## src/rtl/vga_pkg.sv

```systemverilog
// rtl/vga_pkg.sv - shared types and default 800x600@72 timing for the VGA raster controller
package vga_pkg;

   typedef enum logic [1:0] {
      AX_SYNC   = 2'd0,
      AX_BACK   = 2'd1,
      AX_ACTIVE = 2'd2,
      AX_FRONT  = 2'd3
   } axis_state_t;

   localparam int X_W = 11;
   localparam int Y_W = 10;

   localparam int H_ACTIVE_DEF = 800;
   localparam int H_FP_DEF     = 56;
   localparam int H_SYNC_DEF   = 120;
   localparam int H_BP_DEF     = 64;
   localparam int V_ACTIVE_DEF = 600;
   localparam int V_FP_DEF     = 37;
   localparam int V_SYNC_DEF   = 6;
   localparam int V_BP_DEF     = 23;

   function automatic axis_state_t axis_next(input axis_state_t s);
      case (s)
         AX_SYNC:   axis_next = AX_BACK;
         AX_BACK:   axis_next = AX_ACTIVE;
         AX_ACTIVE: axis_next = AX_FRONT;
         default:   axis_next = AX_SYNC;
      endcase
   endfunction

endpackage

```

## src/rtl/vga_axis_fsm.sv

```systemverilog
// rtl/vga_axis_fsm.sv - one timing axis: SYNC/BACK/ACTIVE/FRONT sequencer with total and in-state counters
// Exposes the values the registers take at the coming edge so the top can register outputs that match them.
module vga_axis_fsm
   import vga_pkg::*;
#(
   parameter int CNT_W   = 11,
   parameter int SYNC_W  = 120,
   parameter int BACK_W  = 64,
   parameter int ACT_W   = 800,
   parameter int FRONT_W = 56
) (
   input  logic              clk,
   input  logic              rst_n,
   input  logic              clr,
   input  logic              en,
   output logic [CNT_W-1:0]  cnt_nxt,
   output axis_state_t       state_nxt,
   output logic              wrap
);

   localparam int               TOT  = SYNC_W + BACK_W + ACT_W + FRONT_W;
   localparam logic [CNT_W-1:0] LAST = CNT_W'(TOT - 1);

   logic [CNT_W-1:0] cnt;
   logic [CNT_W-1:0] seg;
   logic [CNT_W-1:0] seg_nxt;
   logic [CNT_W-1:0] seg_last;
   axis_state_t      state;

   always_comb begin
      case (state)
         AX_SYNC:   seg_last = CNT_W'(SYNC_W - 1);
         AX_BACK:   seg_last = CNT_W'(BACK_W - 1);
         AX_ACTIVE: seg_last = CNT_W'(ACT_W - 1);
         default:   seg_last = CNT_W'(FRONT_W - 1);
      endcase
   end

   always_comb begin
      cnt_nxt   = cnt;
      seg_nxt   = seg;
      state_nxt = state;
      wrap      = 1'b0;
      if (clr) begin
         cnt_nxt   = '0;
         seg_nxt   = '0;
         state_nxt = AX_SYNC;
      end else if (en) begin
         wrap    = (cnt == LAST);
         cnt_nxt = wrap ? '0 : cnt + CNT_W'(1);
         if (seg == seg_last) begin
            seg_nxt   = '0;
            state_nxt = axis_next(state);
         end else begin
            seg_nxt = seg + CNT_W'(1);
         end
      end
   end

   always_ff @(posedge clk or negedge rst_n) begin
      if (!rst_n) begin
         cnt   <= '0;
         seg   <= '0;
         state <= AX_SYNC;
      end else begin
         cnt   <= cnt_nxt;
         seg   <= seg_nxt;
         state <= state_nxt;
      end
   end

endmodule

```

## src/rtl/vga_scan_ctrl.sv

```systemverilog
// rtl/vga_scan_ctrl.sv - VGA raster scan controller: registered HS/VS/DE/coordinates plus line-fetch scheduling
// Fetch scheduler and UNDERRUN are built only when VGA_LINE_FETCH_EN is defined; otherwise they are tied to 0.
module vga_scan_ctrl
   import vga_pkg::*;
#(
   parameter int   H_ACTIVE = H_ACTIVE_DEF,
   parameter int   H_FP     = H_FP_DEF,
   parameter int   H_SYNC   = H_SYNC_DEF,
   parameter int   H_BP     = H_BP_DEF,
   parameter int   V_ACTIVE = V_ACTIVE_DEF,
   parameter int   V_FP     = V_FP_DEF,
   parameter int   V_SYNC   = V_SYNC_DEF,
   parameter int   V_BP     = V_BP_DEF,
   parameter logic HS_POL   = 1'b1,
   parameter logic VS_POL   = 1'b1
) (
   input  logic            PIX_CLK,
   input  logic            RST_N,
   input  logic            EN,
   output logic            HS,
   output logic            VS,
   output logic            DE,
   output logic [X_W-1:0]  PIX_X,
   output logic [Y_W-1:0]  PIX_Y,
   output logic            FETCH_REQ,
   output logic [Y_W-1:0]  FETCH_ROW,
   input  logic            FETCH_ACK,
   output logic            UNDERRUN
);

   localparam logic [X_W-1:0] H_ACT_START = X_W'(H_SYNC + H_BP);
   localparam logic [Y_W-1:0] V_ACT_START = Y_W'(V_SYNC + V_BP);

   logic           running;
   logic           clr;
   logic           h_en;
   logic           v_en;
   logic           h_wrap;
   logic           v_wrap_unused;
   logic [X_W-1:0] hc_nxt;
   logic [Y_W-1:0] vc_nxt;
   axis_state_t    h_state_nxt;
   axis_state_t    v_state_nxt;
   logic           de_nxt;

   // The first enabled edge only loads outputs for (0,0); counting begins once running is set.
   assign clr  = ~EN;
   assign h_en = running;
   assign v_en = running & h_wrap;

   vga_axis_fsm #(
      .CNT_W(X_W), .SYNC_W(H_SYNC), .BACK_W(H_BP), .ACT_W(H_ACTIVE), .FRONT_W(H_FP)
   ) u_h_fsm (
      .clk(PIX_CLK), .rst_n(RST_N), .clr(clr), .en(h_en),
      .cnt_nxt(hc_nxt), .state_nxt(h_state_nxt), .wrap(h_wrap)
   );

   vga_axis_fsm #(
      .CNT_W(Y_W), .SYNC_W(V_SYNC), .BACK_W(V_BP), .ACT_W(V_ACTIVE), .FRONT_W(V_FP)
   ) u_v_fsm (
      .clk(PIX_CLK), .rst_n(RST_N), .clr(clr), .en(v_en),
      .cnt_nxt(vc_nxt), .state_nxt(v_state_nxt), .wrap(v_wrap_unused)
   );

   assign de_nxt = (h_state_nxt == AX_ACTIVE) && (v_state_nxt == AX_ACTIVE);

   always_ff @(posedge PIX_CLK or negedge RST_N) begin
      if (!RST_N) begin
         running <= 1'b0;
         HS      <= ~HS_POL;
         VS      <= ~VS_POL;
         DE      <= 1'b0;
         PIX_X   <= '0;
         PIX_Y   <= '0;
      end else if (!EN) begin
         running <= 1'b0;
         HS      <= ~HS_POL;
         VS      <= ~VS_POL;
         DE      <= 1'b0;
         PIX_X   <= '0;
         PIX_Y   <= '0;
      end else begin
         running <= 1'b1;
         HS      <= (h_state_nxt == AX_SYNC) ? HS_POL : ~HS_POL;
         VS      <= (v_state_nxt == AX_SYNC) ? VS_POL : ~VS_POL;
         DE      <= de_nxt;
         PIX_X   <= de_nxt ? hc_nxt - H_ACT_START : '0;
         PIX_Y   <= de_nxt ? vc_nxt - V_ACT_START : '0;
      end
   end

`ifdef VGA_LINE_FETCH_EN
   localparam logic [X_W-1:0] H_FRONT_START = X_W'(H_SYNC + H_BP + H_ACTIVE);
   localparam logic [Y_W-1:0] V_ACT_END     = Y_W'(V_SYNC + V_BP + V_ACTIVE - 1);
   localparam logic [Y_W-1:0] V_LAST        = Y_W'(V_SYNC + V_BP + V_ACTIVE + V_FP - 1);

   logic [Y_W-1:0] next_line;
   logic           next_active;
   logic           front_entry;
   logic           active_entry;

   assign next_line    = (vc_nxt == V_LAST) ? '0 : vc_nxt + Y_W'(1);
   assign next_active  = (next_line >= V_ACT_START) && (next_line <= V_ACT_END);
   assign front_entry  = running && (hc_nxt == H_FRONT_START);
   assign active_entry = running && (hc_nxt == H_ACT_START);

   // An ACK sampled on the same edge the target line goes active still wins over UNDERRUN.
   always_ff @(posedge PIX_CLK or negedge RST_N) begin
      if (!RST_N) begin
         FETCH_REQ <= 1'b0;
         FETCH_ROW <= '0;
         UNDERRUN  <= 1'b0;
      end else if (!EN) begin
         FETCH_REQ <= 1'b0;
         FETCH_ROW <= '0;
         UNDERRUN  <= 1'b0;
      end else begin
         UNDERRUN <= 1'b0;
         if (FETCH_REQ && FETCH_ACK) begin
            FETCH_REQ <= 1'b0;
         end else if (FETCH_REQ && active_entry) begin
            FETCH_REQ <= 1'b0;
            UNDERRUN  <= 1'b1;
         end else if (front_entry && next_active) begin
            FETCH_REQ <= 1'b1;
            FETCH_ROW <= next_line - V_ACT_START;
         end
      end
   end
`else
   logic unused_fetch_ack;

   assign unused_fetch_ack = FETCH_ACK;
   assign FETCH_REQ        = 1'b0;
   assign FETCH_ROW        = '0;
   assign UNDERRUN         = 1'b0;
`endif

endmodule

```

## config.mk

```make
export PLATFORM = sky130hd
export DESIGN_NAME = vga_scan_ctrl
export DESIGN_NICKNAME = d
export VERILOG_FILES = /design/src/rtl/vga_pkg.sv /design/src/rtl/vga_axis_fsm.sv /design/src/rtl/vga_scan_ctrl.sv
export SDC_FILE = /design/constraint.sdc
export NUM_CORES = 1
export LEC_CHECK = 0
export ABC_AREA = 1
export CAP_MARGIN = 20
export CORE_UTILIZATION = 40
export CTS_BUF_LIST = sky130_fd_sc_hd__clkbuf_8 sky130_fd_sc_hd__clkbuf_16
export DETAILED_ROUTE_END_ITERATION = 10
export GPL_ROUTABILITY_DRIVEN = 0
export PLACE_DENSITY = 0.58
export SLEW_MARGIN = 20
export SYNTH_ARGS = -nofsm -noshare
export SYNTH_HDL_FRONTEND = slang
export SYNTH_SLANG_ARGS = --single-unit
export TNS_END_PERCENT = 5
```

## constraint.sdc

```tcl
create_clock -name PIX_CLK -period 2.3 [get_ports PIX_CLK]
set_input_delay 0.46 -clock PIX_CLK [delete_from_list [all_inputs] [get_ports PIX_CLK]]
set_output_delay 0.46 -clock PIX_CLK [all_outputs]
set_load 0.02 [all_outputs]
```

==> results.md, run 1 <==
- The flow ran to the end, and the final reports show no timing, DRC or antenna violations.
- The finished layout holds 744 standard cells, fillers aside.
- The portion of total power attributed to the clock network is 41.3%.
- The final number of setup-violating endpoints is 0.
- After clock tree synthesis, the clock-pin slew on the worst setup and hold paths is 0.08 ns.
- The switching portion of total power is roughly a quarter.
- The detailed router finished its first iteration with ~120 violations.
- The maximum resistive drop on vdd is 0.000215 V.
- In this run the cell area of the synthesized design comes to 4290 um^2.
- The final design utilization is between 50% and 60%.
- Cell internal power was estimated by the tool at 1.81 mW.
- The aggregate routed wire length is 9200 um.
- The floorplan step defined a die boundary enclosing between 10000 and 15000 um^2.
- Combinational cells account for under 10% of the total power.
- The class of the tightest hold or removal check is in2async.
- The setup slack on the worst flop-to-flop path is 0.13 ns.
- The Yosys warning count is 0.
- TritonCTS built the clock tree.
- The count of different cell masters after synthesis is 48.
- Of the total power, registers draw between 50% and 60%.
- The ratio of total power to cell area is between 400 and 500 nW/um^2.
- The number of global-route vias before repair came to around 3.4k.
- The detailed-route DRC error count is 0.
- After detailed routing, the wire length on met1 is 4410 um.
- The initial antenna violation count is 0.
- The start-to-end type of the worst setup path is reg2reg.
- The first-pass GRT wire length is 15700 um.
- Clock tree synthesis found a total of slightly above 70 sinks.
- From bottom edge to top edge, the die measures 106 um.
- Including well taps, the total number of placed cells is 722.
- The clock latency on the worst-skew pair is roughly 0.34 ns.
- The number of input and output port buffers inserted is 26.
- Dividing the synthesized area by the synthesized cell count gives about 8 um^2.
- Using the TritonRoute via totals, the vias-per-cell ratio works out to roughly 4.8.
- The critical path arrival is around 2.4 ns.
- The peak fanout along the critical path is 7.
- The first detailed-routing pass ran for 5 iterations.
- Once the floorplan was initialized, standard cells occupied between 40% and 50% of the core.
- The fraction of registers with async set or reset after synthesis is 100%.
- The floorplan has 37 rows.
- For this design the static power due to leakage is between 2 and 3 nW.
- The length in cells of the worst reg-to-reg path is 15.
- The die outline width is between 100 and 150 um.
- After floorplanning, the core was sized to cover 10400 um^2.
- The minimum clock period after layout is about 2.2 ns.
- The detail route stage leaves a number of antenna-violating nets equal to 0.
- The setup clock skew after layout is 0.0126 ns.
- The switching power of the nets is approximately 560 uW.
- Buffers inserted during clock tree synthesis total 9.
- The total design power is about 2.4 mW.
- The worst setup path is launched from a register.
- 40 I/O pins were placed.
- The max-slew violation total from the final report is 0.
- Summed over all layers, the global routing overflow is 0.
- The top routing layer in use is met4.
- The commonest register cell after synthesis is dfrtp_1.
- Setup repair after global routing could not meet its margin everywhere.
- After clock tree synthesis, the flow added hold-fix buffers numbering 0.
- Compared with the post-synthesis result, the final layout area differs by 21.0%.
- The post-layout net count is between 600 and 700.
- STA classifies the critical path endpoint as a register.
- Summing the sequential cell areas from Yosys gives roughly 41% of the chip area.
- The number of hold violations in the final report is 0.
- The number of synthesized register bits is 71.
- The routed layout has between 3k and 4k vias.
- The final routed wire length divided by cell count is approximately 12 um.
- The global routing usage summed across all routing layers is 17.7%.
- The required time of the critical path is ~2.6 ns.
- On the final layout, the worst hold slack is around 0.067 ns.
- The number of synthesized flops with an enable pin is 0.
- The number of buffers between clock root and the deepest sink is 2.
- For this run, the top clock speed supported by timing is about 460 MHz.
- The H-tree depth reported by CTS is 3.
- The fraction of final layout cells sized beyond drive strength 1 is between 15 and 20%.
- Detailed placement finished with a half-perimeter wire length of just under 7000 um.
- The final period utilization is a little over nine tenths.
- The repair_antennas step left the layout with diodes totalling 0.
- Entering global routing, the biggest net connects 38 pins.
- Summed over all nets, wire length on met2 after detailed routing comes to approximately 4400 um.
- The tree is rooted in a clkbuf_8.
- The instance count of the mapped netlist is between 500 and 600.
- The max capacitance violation total is 0.
- The routed wire length on met3 is ~300 um.
## cells in the mapped netlist, types with 2 or more instances
master / number / area [um^2]
o21a_1: 2 / 15.0
ha_1: 14 / 175
clkinv_1: 2 / 7.51
nand3_1: 45 / 225
clkinv_2: 2 / 10.0
o21ai_0: 19 / 95.1
nor2_1: 54 / 203
nand2_1: 107 / 402
nor2_4: 14 / 158
nand3_2: 3 / 30.0
nor3_2: 2 / 20.0
a21oi_1: 14 / 70.1
nand2_2: 8 / 50.1
nor2_2: 3 / 18.8
nor3_1: 10 / 50.1
clkbuf_1: 2 / 7.51
xor2_1: 20 / 175
inv_2: 6 / 22.5
o22ai_1: 9 / 56.3
nand4_1: 10 / 62.6
inv_1: 73 / 274
a31oi_1: 3 / 18.8
nor2_8: 2 / 40.0
buf_4: 14 / 105
dfrtp_1: 71 / 1780
## sequential cells by signal, summed over array words and instances (netlist names)
register / count
PIX_X: 11
u_h_fsm.cnt: 11
u_h_fsm.seg: 11
PIX_Y: 10
u_v_fsm.cnt: 10
u_v_fsm.seg: 10
u_h_fsm.state: 2
u_v_fsm.state: 2
DE: 1
HS: 1
VS: 1
h_en: 1
## per-layer routing
| layer | vias to the layer above | global-route usage (%) |
|---|---|---|
| li1 | 1805 | - |
| met1 | 1694 | 23.8 |
| met2 | 53 | 28.7 |
| met3 | 8 | 3.96 |
| met4 | 0 | 4.76 |
| met5 | - | 0 |
## layout make-up
| class | count | area [um^2] |
|---|---|---|
| fillers | 1000 | 5180 |
| multi-input cells | 369 | 2130 |
| flip-flops and latches | 71 | 1780 |
| repair buffers | 68 | 598 |
| inverters | 84 | 325 |
| well taps | 136 | 170 |
| clock buffers | 10 | 138 |
| clock inverters | 6 | 53.8 |
## stage by stage
step           worst slack [ns]  setup TNS (ns)  area [um^2]
4_1_cts                 0.00157               0         5090
3_3_place_gp             -0.154           -2.52         4900
3_5_place_dp             -0.187           -2.83         4900
2_1_floorplan             0.265               0         4330
6_report                  0.127               0         5190
5_1_grt                 -0.0590          -0.231         5190
## timing repair
item / 4_1_cts / 5_1_grt
setup buffers: 0 / 6
endpoints found under the setup margin: 0 / 21
gates resized for setup: 0 / 13
## kinds of logic after synthesis
logic type      synth area share [%]
simple gates                    30.7
buf+inv                         11.0
flops                           41.4
compound gates                  8.48
xor+xnor                        4.28
fa+ha+maj                       4.08
other cells                   0.0874
## placed cells by master (no fill, tap or decap), types with 11 or more instances in the layout
master	synthesis	routed
dfrtp_1	71	70
xor2_1	20	20
clkdlybuf4s50_1	0	25
nand2_1	107	106
a21oi_1	14	14
nor2_4	14	15
nand3_1	45	45
inv_1	73	75
buf_4	14	41
ha_1	14	11
conb_1	1	12
o21ai_0	19	18
nor2_1	54	53
## critical path: stages (launching register included)
cell and delay, ns:
dfrtp_2 0.42, inv_1 0.06, ha_1 0.19, nor2_2 0.16, xor2_1 0.16, nor3_1 0.07, nand2_2 0.10, clkinv_2 0.10
nand3_1 0.09, nand2_2 0.09, nor2_8 0.09, nand2_2 0.09, nor2_8 0.20, buf_12 0.14, nand2_1 0.04, nor2_1 0.10
## final timing paths
| path | startpoint | end |
|---|---|---|
| max | u_v_fsm.state[1] | PIX_Y[7] |
| min reg2reg | u_h_fsm.seg[1] | u_h_fsm.seg[1] |
| min | RST_N | u_v_fsm.seg[4] |
| max reg2reg | u_v_fsm.state[1] | PIX_Y[7] |
| min in group PIX_CLK | u_h_fsm.seg[1] | u_h_fsm.seg[1] |
| max in group asynchronous | RST_N | u_h_fsm.cnt[7] |
## power groups by stage
stage / Combinational, mW / Sequential [mW] / Clock [mW]
after floorplan: 0.0809 / 1.29 / 0
after global placement: 0.133 / 1.29 / 0
after detailed placement: 0.134 / 1.29 / 0
after CTS: 0.134 / 1.26 / 1.02
after global routing: 0.149 / 1.26 / 1.07
final: 0.131 / 1.26 / 0.981
Note: power is estimated with default switching activity, not from simulation.
==> run 2: changes to the inputs <==
CORE_MARGIN = 2   (was not set)
==> run 2 against run 1 <==
Sequential power hardly changed; non-clock buffer count down 6; first-iteration DRC count fell by 23%; clock-buffer cell count did not move; final cell count shrank 1.2%; combinational power about the same; largest cell class unchanged; largest power group unchanged; highest routed layer unchanged.
==> results.md, run 2 (synthesis results as in run 1) <==
- The initial core utilization was 41.4% (unchanged).
- The number of vias after detailed routing is 3515 (-1.3%).
- The required time of the critical path came to 2.52 ns (-0.05 ns).
- The pin count of the biggest net entering global routing came to 38 (unchanged).
- The violation count after the first detailed-route iteration is 95 (-23%).
- The total instance count after detailed placement is 718 (-0.55%).
- The post-layout net count is 615 (-0.97%).
- The critical path arrival is 2.39 ns (-0.05 ns).
- The final routed wire length divided by cell count was 12.2 um (-1.6%).
- The ratio of total power to cell area came to 437 nW/um^2 (-4.5%).
- The count of pins on the block boundary is 40 (unchanged).
- The final number of setup-violating endpoints is 0 (unchanged).
- The H-tree depth reported by CTS is 3 (unchanged).
- Leaving out fill and tap cells, the most frequent cells in the layout are nand2_1 (105), inv_1 (72), dfrtp_1 (70), nor2_1 (53), nand3_1 (44).
- The via count normalized by instance count was 4.78 (about the same).
- The aggregate routed wire length is 8950 um (-2.8%).
- In this run the worst hold path is classified as in2async.
- The clock tree from TritonCTS is done.
- Compared with the post-synthesis result, the final layout area differs by 19.1%.
- The final antenna-violating net count is 0 (unchanged).
- The critical path starts at u_h_fsm.state[0].
- The maximum achievable frequency is 460 MHz (about the same).
- The most critical setup path has its endpoint at PIX_X[8].
- The die area is 11600 um^2 (+3.8%).
- The clock latency on the worst-skew pair is 0.34 ns (about the same).
- The maximum resistive drop on vdd is 0.000219 V (+1.9%).
- The clock buffer count from CTS is 9 (unchanged).
- The peak fanout along the critical path is 13 (+6).
- The fraction of final layout cells sized beyond drive strength 1 is 18.4% (-0.057 points).
- The first-pass GRT wire length is 16100 um (+2.1%).
- The number of hold violations in the final report came to 0 (unchanged).
- The filler-free cell count of the finished design is 735 (-1.2%).
- The layout filler cell count is 1029 (+2.9%).
- The initial antenna violation count is 0 (unchanged).
- The worst slack at placement is -0.217 ns (-0.0297 ns).
- The tightest hold margin came to 0.0635 ns (-0.00328 ns).
- The run finished with clean final reports.
- The final design utilization is 49.3% (-0.76 points).
- The length in cells of the worst reg-to-reg path was 11 (-4).
- The global-route congestion overflow total was 0 (unchanged).
- The count of hold-fix buffers inserted at cts came to 0 (unchanged).
- The detailed-route DRC error count is 0 (unchanged).
- The iteration count of the initial detailed-routing pass is 4 (-1).
- The die outline width is 108 um (+1.9%).
- The overall die height is 108 um (+1.9%).
- The setup clock skew after layout is 0.00913 ns (-0.00351 ns).
- The number of global-route vias before repair was 3529 (+2.7%).
- The final period utilization is 94.5% (about the same).
- The worst register-to-register path ends at PIX_X[8].
- The post-detailed-placement half-perimeter wirelength was 6820 um (-0.15%).
- The total design power is 2.23 mW (-6.0%).
- The worst setup slack after layout is 0.127 ns (-0.000437 ns).
- The type of origin of the critical path is a register.
- The clock transition at the register clock pins on the worst setup and hold paths after CTS was 0.07 ns (about the same).
- The global routing usage summed across all routing layers is 17.3% (-0.34 points).
- The minimum clock period after layout was 2.17 ns (+0.000437 ns).
- The max-slew violation total from the final report was 0 (unchanged).
- The total number of clock tree sinks is 71 (unchanged).
- Leaving out fill and tap cells, the most frequent cell in the layout is nand2_1.
- The max capacitance violation total was 0 (unchanged).
- The antenna diode count is 0 (unchanged).
- The critical path in this run is classified as reg2reg.
- The largest registers in the layout are PIX_X x11, u_h_fsm.cnt x11, u_h_fsm.seg x11.
- The number of rows created at floorplan is 37 (unchanged).
- The leakage power is 2.52 nW (-2.2%).
- The total core area is 10400 um^2 (unchanged).
- The number of buffers between clock root and the deepest sink is 2 (unchanged).
- The critical path endpoint category is a register.
- The clock root buffer master is clkbuf_8.
- The origin of the critical flop-to-flop path is u_h_fsm.state[0].
- The setup slack on the worst flop-to-flop path is 0.13 ns (about the same).
- The number of input and output port buffers inserted is 26 (unchanged).
- Setup repair after global routing could not meet its margin everywhere.
[run 2: power by group]
group / leakage (nW) / total, mW / internal (mW) / switching, mW
logic: 1.46 / 0.134 / 0.0387 / 0.0951
clock network: 0.0850 / 0.836 / 0.396 / 0.441
registers: 0.981 / 1.26 / 1.26 / 0.00624
[run 2: per-stage QoR]
stage	setup TNS [ns]	instance area (um^2)
floorplan	0	4330
global placement	-2.89	4880
detailed placement	-3.37	4880
CTS	0	5040
global route	-0.159	5110
finish	0	5110
[run 2: how the worst min path moves through the flow]
stage	slack [ns]	endpoint	startpoint	cells after the start
after floorplan	0.16	DE	RST_N	0
after detailed placement	0.45	u_v_fsm.seg[6]	RST_N	1
after global placement	0.45	u_v_fsm.seg[6]	RST_N	1
after CTS	0.07	u_v_fsm.seg[6]	RST_N	1
after global routing	0.09	u_v_fsm.seg[6]	RST_N	1
final	0.06	u_v_fsm.seg[6]	RST_N	1
[run 2: critical path, stage by stage, from the launching register on]
cell      delay (ns)
dfrtp_1         0.40
inv_2           0.12
ha_2            0.26
o21ai_0         0.11
a211oi_2        0.27
nand3_2         0.12
o21ai_1         0.23
nor2_4          0.06
nand2_2         0.11
nor2_8          0.06
inv_6           0.21
nor2_1          0.09
[run 2: what timing repair did]
item	in CTS	in global routing
resized for setup	0	17
endpoints found under the setup margin	1	22
pin swaps	1	5
buffers inserted	2	2
gates cloned	0	0
[run 2: area by class of cell]
class	count	area, um^2	area share [%]
multi-input combinational	369	2130	41.7
sequential	71	1780	34.8
timing repair buffer	62	557	10.9
inverter	84	323	6.31
tap	136	170	3.33
clock buffer	10	138	2.69
clock inverter	3	13.8	0.269
[run 2: metal layers]
metal	wire, um	up-vias	part of all wire, %	global-route usage (%)
met2	4210	50	47	28.3
met3	293	6	3.3	4.00
met4	87	0	0.97	4.58
met5	0	-	0	0
li1	-	1809	-	-
met1	4350	1650	49	23.2
